File: src/rtl/qmax_updater.sv
// Read-modify-write updater that keeps the per-state Q-max table current and owns its zero sweep.
// Optional statistics counters are enabled by defining QMAX_UPDATER_STATS_EN.
`timescale 1ns/1ps
module qmax_updater #(
  parameter int unsigned ADDR_WIDTH = 6,
  parameter int unsigned DATA_WIDTH = 8,
  parameter int unsigned DEPTH      = 64
) (
  input  logic                  i_clk,
  input  logic                  i_rst_n,
  input  logic                  i_clear,
  input  logic                  i_valid,
  output logic                  o_ready,
  input  logic [ADDR_WIDTH-1:0] i_state,
  input  logic [DATA_WIDTH-1:0] i_q,
  output logic                  o_read_en,
  output logic [ADDR_WIDTH-1:0] o_addr_r,
  input  logic [DATA_WIDTH-1:0] i_qmax_rd,
  output logic                  o_write_en,
  output logic [ADDR_WIDTH-1:0] o_addr_w,
  output logic [DATA_WIDTH-1:0] o_data,
  output logic                  o_upd_valid,
  output logic [ADDR_WIDTH-1:0] o_upd_state,
  output logic [DATA_WIDTH-1:0] o_upd_qmax,
  output logic                  o_upd_changed,
`ifdef QMAX_UPDATER_STATS_EN
  output logic [31:0]           o_stat_updates,
  output logic [31:0]           o_stat_raises,
`endif
  output logic                  o_busy
);

  localparam int unsigned STAT_WIDTH = 32;
  localparam logic [ADDR_WIDTH-1:0] LAST_ADDR = ADDR_WIDTH'(DEPTH - 1);

  typedef enum logic [1:0] {
    ST_CLEAR = 2'd0,
    ST_RUN   = 2'd1,
    ST_FLUSH = 2'd2
  } state_t;

  state_t                  state_q;
  state_t                  state_d;
  logic [ADDR_WIDTH-1:0]   clr_cnt_q;
  logic                    clear_entry;

  logic                    s1_valid;
  logic [ADDR_WIDTH-1:0]   s1_state;
  logic [DATA_WIDTH-1:0]   s1_q;

  logic                    fwd_valid;
  logic [ADDR_WIDTH-1:0]   fwd_state;
  logic [DATA_WIDTH-1:0]   fwd_val;

  logic [DATA_WIDTH-1:0]   old_val;
  logic [DATA_WIDTH-1:0]   new_max;
  logic                    raise;

  // State register
  always_ff @(posedge i_clk) begin
    if (!i_rst_n) begin
      state_q <= ST_CLEAR;
    end else begin
      state_q <= state_d;
    end
  end

  // Next-state logic
  always_comb begin
    state_d = state_q;
    case (state_q)
      ST_CLEAR: if (clr_cnt_q == LAST_ADDR) state_d = ST_RUN;
      ST_RUN:   if (i_clear) state_d = ST_FLUSH;
      ST_FLUSH: state_d = ST_CLEAR;
      default:  state_d = ST_CLEAR;
    endcase
  end

  assign clear_entry = (state_q != ST_CLEAR) && (state_d == ST_CLEAR);

  // Stage-1 compare; a write issued last cycle is not yet visible in the read data
  always_comb begin
    old_val = i_qmax_rd;
    if (fwd_valid && (fwd_state == s1_state)) begin
      old_val = fwd_val;
    end
    new_max = (s1_q > old_val) ? s1_q : old_val;
    raise   = i_rst_n && s1_valid && (s1_q > old_val);
  end

  // Output logic; enables are held off while reset is asserted
  always_comb begin
    o_ready    = 1'b0;
    o_busy     = 1'b1;
    o_read_en  = 1'b0;
    o_addr_r   = i_state;
    o_write_en = 1'b0;
    o_addr_w   = s1_state;
    o_data     = s1_q;
    case (state_q)
      ST_CLEAR: begin
        o_write_en = i_rst_n;
        o_addr_w   = clr_cnt_q;
        o_data     = '0;
      end
      ST_RUN: begin
        o_busy     = 1'b0;
        o_ready    = i_rst_n && !i_clear;
        o_read_en  = i_rst_n && i_valid && !i_clear;
        o_write_en = raise;
      end
      ST_FLUSH: begin
        o_write_en = raise;
      end
      default: begin
        o_busy = 1'b1;
      end
    endcase
  end

  // Sweep address counter
  always_ff @(posedge i_clk) begin
    if (!i_rst_n) begin
      clr_cnt_q <= '0;
    end else if (state_q == ST_CLEAR) begin
      clr_cnt_q <= (clr_cnt_q == LAST_ADDR) ? '0 : clr_cnt_q + ADDR_WIDTH'(1);
    end
  end

  // Stage-1 pair register
  always_ff @(posedge i_clk) begin
    if (!i_rst_n) begin
      s1_valid <= 1'b0;
      s1_state <= '0;
      s1_q     <= '0;
    end else begin
      s1_valid <= o_read_en;
      if (o_read_en) begin
        s1_state <= i_state;
        s1_q     <= i_q;
      end
    end
  end

  // Forward register covers the read issued in the same cycle as a write
  always_ff @(posedge i_clk) begin
    if (!i_rst_n) begin
      fwd_valid <= 1'b0;
      fwd_state <= '0;
      fwd_val   <= '0;
    end else begin
      fwd_valid <= s1_valid && !clear_entry;
      if (s1_valid) begin
        fwd_state <= s1_state;
        fwd_val   <= new_max;
      end
    end
  end

  // Registered result
  always_ff @(posedge i_clk) begin
    if (!i_rst_n) begin
      o_upd_valid   <= 1'b0;
      o_upd_state   <= '0;
      o_upd_qmax    <= '0;
      o_upd_changed <= 1'b0;
    end else begin
      o_upd_valid   <= s1_valid;
      o_upd_changed <= raise;
      if (s1_valid) begin
        o_upd_state <= s1_state;
        o_upd_qmax  <= new_max;
      end
    end
  end

`ifdef QMAX_UPDATER_STATS_EN
  logic [STAT_WIDTH-1:0] stat_updates_q;
  logic [STAT_WIDTH-1:0] stat_raises_q;

  // Saturating counters, counted on the edge that loads the result
  always_ff @(posedge i_clk) begin
    if (!i_rst_n || clear_entry) begin
      stat_updates_q <= '0;
      stat_raises_q  <= '0;
    end else begin
      if (s1_valid && (stat_updates_q != '1)) begin
        stat_updates_q <= stat_updates_q + STAT_WIDTH'(1);
      end
      if (raise && (stat_raises_q != '1)) begin
        stat_raises_q <= stat_raises_q + STAT_WIDTH'(1);
      end
    end
  end

  assign o_stat_updates = stat_updates_q;
  assign o_stat_raises  = stat_raises_q;
`endif

endmodule

File: config.mk
export PLATFORM = sky130hd
export DESIGN_NAME = qmax_updater
export DESIGN_NICKNAME = d
export VERILOG_FILES = /design/src/rtl/qmax_updater.sv
export SDC_FILE = /design/constraint.sdc
export NUM_CORES = 1
export LEC_CHECK = 0
export CAP_MARGIN = 15
export CORE_ASPECT_RATIO = 1.75
export CORE_MARGIN = 1.5
export CORE_UTILIZATION = 44
export DETAILED_ROUTE_END_ITERATION = 16
export PLACE_DENSITY = 0.88
export SLEW_MARGIN = 20
export SYNTH_ARGS = -nofsm -noshare
export SYNTH_HDL_FRONTEND = slang
export SYNTH_SLANG_ARGS = --single-unit
File: constraint.sdc
create_clock -name i_clk -period 3.46 [get_ports i_clk]
set_clock_uncertainty 0.15 [all_clocks]
set_input_delay 0.865 -clock i_clk [delete_from_list [all_inputs] [get_ports i_clk]]
set_output_delay 0.865 -clock i_clk [all_outputs]
set_load 0.005 [all_outputs]
## After elaboration in Yosys (flattened, before gate mapping)

Cells that the tools add are included.

| word-level totals | value |
|---|---|
| register bits | 40 |
| memories | 0 |
| bits in latches | 0 |
| RAM bits | 0 |
| input bits | 26 |
| logic and storage cells | 42 |
| memory bits (read-only) | 0 |
| output and inout port bits | 40 |

| cells by class | value |
|---|---|
| bitwise logic cells | 0 |
| multiply operators | 0 |
| $lt $le $gt $ge | 1 |
| divide/modulo/power cells | 0 |
| muxes and demuxes | 12 |
| add/subtract/negate cells | 1 |
| eq/ne operators | 4 |
| shift operators | 0 |
| reduce and logical (&&, ||, !) cells | 14 |

Operators by type and width:

| cell | number |
|---|---|
| $mux 8 | 3 |
| $mux 6 | 2 |
| $gt 8x8->1 | 1 |
| $logic_and 1x1->1 | 8 |
| $add 6x1->6 const B | 1 |
| $eq 6x6->1 | 1 |
| $eq 6x6->1 const B | 1 |
| $logic_not 2->1 | 2 |
| $mux 2 | 2 |
| $pmux 2 s2 | 1 |
| $mux 1 | 3 |
| $eq 2x1->1 const B | 1 |
| $eq 2x2->1 const B | 1 |
| $logic_not 1->1 | 2 |
| $pmux 1 s2 | 1 |
| $reduce_bool 2->1 | 1 |
| $reduce_or 2->1 | 1 |

## Depth between registers and ports, before layout

| logic depth | value |
|---|---|
| depth after elaboration | 7 |
| gate-level depth with buffers | 12 |
| depth with buffers taken out | 10 |

## Worst setup path after synthesis

OpenSTA, ideal clock, no wires.

| path | value |
|---|---|
| path type | reg-to-output |
| start | register o_upd_state[3] (netlist name) |
| end | output port o_write_en |
| path buffers | 2 |
| stages on the path, launching flop included | 13 |
| data required time | 2.445 ns |
| path slack | -0.336 ns |
| data arrival time | 2.781 ns |
| cells stage by stage | dfxtp_1 > xor2_1 > or3_1 > buf_6 > nor2_8 > mux2_4 > ha_1 > and4_1 > nand2_1 > o31a_1 > clkbuf_1 > a41oi_1 > nor3b_1 |

RTL lines:

| what | RTL line | RTL |
|---|---|---|
| to (decl) | 19 | `output logic o_write_en,` |

==> impl_metrics.env <==
export IMPL_fmax_mhz=252
export IMPL_critPathLaunch="o_upd_state[0]"
export IMPL_grt_pass1_vias=2212
export IMPL_syn_avg_cell_area_um2=8.71
export IMPL_cap_violations=0
export IMPL_cts_sinks=40
export IMPL_path_max_fanout=8
export IMPL_worstSetupEndpointType="primary output"
export IMPL_dr_total_vias=2242
export IMPL_placementRows=35
export IMPL_drc=0
export IMPL_grt_pass1_wl_um=10100
export IMPL_final_area_um2=3410
export IMPL_min_path_type="reg -> reg"
export IMPL_nFillCells=415
export IMPL_async_flop_share=0
export IMPL_synth_cell_types=41
export IMPL_netlist_area_um2=2380
export IMPL_grt_max_degree=38
export IMPL_min_period_ns=3.97
export IMPL_ioPinCount=66
export IMPL_setup_viol=1
export IMPL_place_congestion=0.868
export IMPL_multi_input_area_um2=1480
export IMPL_ys_seq_elements=40
export IMPL_cp_start_kind="register"
export IMPL_via_per_inst=5.50
export IMPL_synth_ff_type="dfxtp_1"
export IMPL_violations="setup timing"
export IMPL_regArea_um2=803
export IMPL_p_per_area_nw_per_um2=318
export IMPL_ctsHoldBuffers=0
export IMPL_clk_pin_slew_ns=0.08
export IMPL_post_route_util=0.648
export IMPL_die_w_um=58.6
export IMPL_worst_pin_slew_ns=0.603
export IMPL_p_leak_nw=1.34
export IMPL_slew_headroom=0.598
export IMPL_outcome="finished with violations"
export IMPL_clk_insertion_delay_late_ns=0.29
export IMPL_syn_to_final_growth_pct=43.2
export IMPL_drive_gt1_frac=0.190
export IMPL_synth_fp_nets=311
export IMPL_total_power_mw=1.08
export IMPL_cts_tree="done"
export IMPL_diodes=0
export IMPL_worstSetupEndpoint="o_write_en"
export IMPL_ys_warnings_count=0
export IMPL_place_ws_ns=-0.642
export IMPL_io_buffers=65
export IMPL_hpwl_um=4530
export IMPL_r2r_start="o_upd_state[0]"
export IMPL_numCtsBuffers=5
export IMPL_rsz0062_at_grt="yes"
export IMPL_clock_path_buffers=2
export IMPL_cp_arrival_ns=2.96
export IMPL_rr_endpoint="o_upd_qmax[3]"
export IMPL_setup_ws_ns=-0.514
export IMPL_wirelength_um=6330
export IMPL_crit_type="reg -> out"
export IMPL_placedInstanceArea_um2=3210
export IMPL_initial_utilization=0.453
export IMPL_hold_viol=0
export IMPL_syn_instance_count=273
export IMPL_min_period_over_period=1.15
export IMPL_core_um2=5260
export IMPL_grt_util_all_layers=0.221
export IMPL_htree_levels=2
export IMPL_drtIter0Drc=124
export IMPL_synth_edff_count=0
export IMPL_ant_nets=0
export IMPL_r2r_setup_slack_ns=0.17
export IMPL_finish_net_count=390
export IMPL_reg2regPathDepth=14
export IMPL_irDropWorstVdd_uv=287
export IMPL_yosysSeqAreaShare=0.337
export IMPL_finalMaxSlewViolations=0
export IMPL_die_h_um=100
export IMPL_overflow=0
export IMPL_wl_per_cell_um=15.5
export IMPL_dr_pass1_iters=4
export IMPL_dieArea_um2=5870
export IMPL_critPathRequiredTime_ns=2.44
export IMPL_antenna_found_initial=0
export IMPL_cts_root_buf="clkbuf_8"
routing by layer:
| layer | GRT usage | routed length [um] | up-vias |
|---|---|---|---|
| met3 | 0.0309 | 268 | 17 |
| met1 | 0.249 | 2470 | 1046 |
| met2 | 0.385 | 3380 | 82 |
| met5 | 0 | 0 | - |
| li1 | - | - | 1097 |
| met4 | 0.122 | 211 | 0 |
flip-flops by register name (all words and copies together) (netlist names):
register	count
s1_q	8
fwd_valid	1
clr_cnt_q	6
state_q	2
o_upd_qmax	8
o_upd_valid	1
o_upd_state	6
o_upd_changed	1
s1_state	6
s1_valid	1
through the flow:
step | TNS, ns | std cells | hold slack [ns]
after floorplan | -0.0886 | 273 | 0.299
after global placement | -0.618 | 397 | 0.315
after detailed placement | -0.642 | 397 | 0.331
after CTS | -0.532 | 406 | 0.341
after global routing | -0.609 | 408 | 0.365
final | -0.514 | 408 | 0.341
repair_timing:
action                                  in CTS  in global routing
pin swaps                                    9                  6
buffers inserted                             1                  2
endpoints found under the setup margin       1                  9
gates resized for setup                      7                  4
cells by family (layout without fill, tap and decap cells):
family / count (synthesis) / in the layout / share of synthesized area
AND/OR/NAND/NOR: 103 / 103 / 0.256
AO/OA/AOI/OAI: 59 / 59 / 0.155
flip-flops: 40 / 40 / 0.337
buffers and inverters: 28 / 108 / 0.0589
multiplexers: 21 / 21 / 0.0936
adder cells (fa/ha/maj): 12 / 12 / 0.0631
XOR/XNOR: 10 / 10 / 0.0368
worst min-delay path by stage:
stage | from | endpoint | slack, ns | cells past startpoint
CTS | s1_q[0] | s1_q[0] | 0.34 | 2
detailed placement | s1_q[0] | s1_q[0] | 0.33 | 2
global route | s1_q[0] | s1_q[0] | 0.37 | 2
floorplan | s1_q[0] | s1_q[0] | 0.30 | 2
global placement | s1_q[0] | s1_q[0] | 0.31 | 2
finish | s1_q[3] | s1_q[3] | 0.34 | 2
critical path, stage by stage, from the launching register on:
cell,delay (ns)
dfxtp_2,0.33
xor2_1,0.16
or3_4,0.43
nor2_8,0.21
buf_6,0.13
mux2_4,0.30
ha_4,0.20
and4_1,0.17
nand2_1,0.08
o31a_1,0.17
a41oi_2,0.13
nor3b_2,0.22
buf_2,0.14
cell usage in the layout (no fill, tap or decap), types with 3 or more instances in the layout:
cell	netlist	routed
clkdlybuf4s50_1	0	64
dfxtp_1	40	38
nand2_1	34	34
buf_4	6	29
nor2b_1	23	23
o21ai_0	19	19
mux2i_1	14	14
ha_1	12	11
a21oi_1	10	10
nor2_1	8	8
nor3_2	8	8
nand2b_1	8	8
a2bb2oi_1	8	8
a211oi_1	9	7
xnor2_1	6	6
o21ai_1	6	6
mux2_2	6	6
and2_1	6	5
clkbuf_8	0	5
xor2_1	4	4
inv_1	4	4
and3_1	3	3
bufinv_16	0	3
final cells by class:
| type | count | share of cell area |
|---|---|---|
| Clock inverter | 3 | 0.0264 |
| Tap cell | 55 | 0.0202 |
| Clock buffer | 5 | 0.0202 |
| Inverter | 5 | 0.00551 |
| Multi-Input combinational cell | 205 | 0.435 |
| Sequential cell | 40 | 0.236 |
| Timing Repair Buffer | 95 | 0.257 |
power by group:
part	switching (mW)	total, mW	internal, mW
Sequential	0.00382	0.467	0.463
Combinational	0.0309	0.0865	0.0555
Clock	0.168	0.529	0.361
synth_stat cells (8+ instances only):
library cell | number | area (um^2)
ha_1 | 12 | 150
nor2_1 | 8 | 30.0
dfxtp_1 | 40 | 801
a211oi_1 | 9 | 67.6
a21oi_1 | 10 | 50.1
mux2i_1 | 14 | 140
a2bb2oi_1 | 8 | 70.1
o21ai_0 | 19 | 95.1
nand2b_1 | 8 | 50.1
nor3_2 | 8 | 80.1
nor2b_1 | 23 | 144
nand2_1 | 34 | 128
clkbuf_1 | 10 | 37.5
Note: power is estimated with default switching activity, not from simulation.
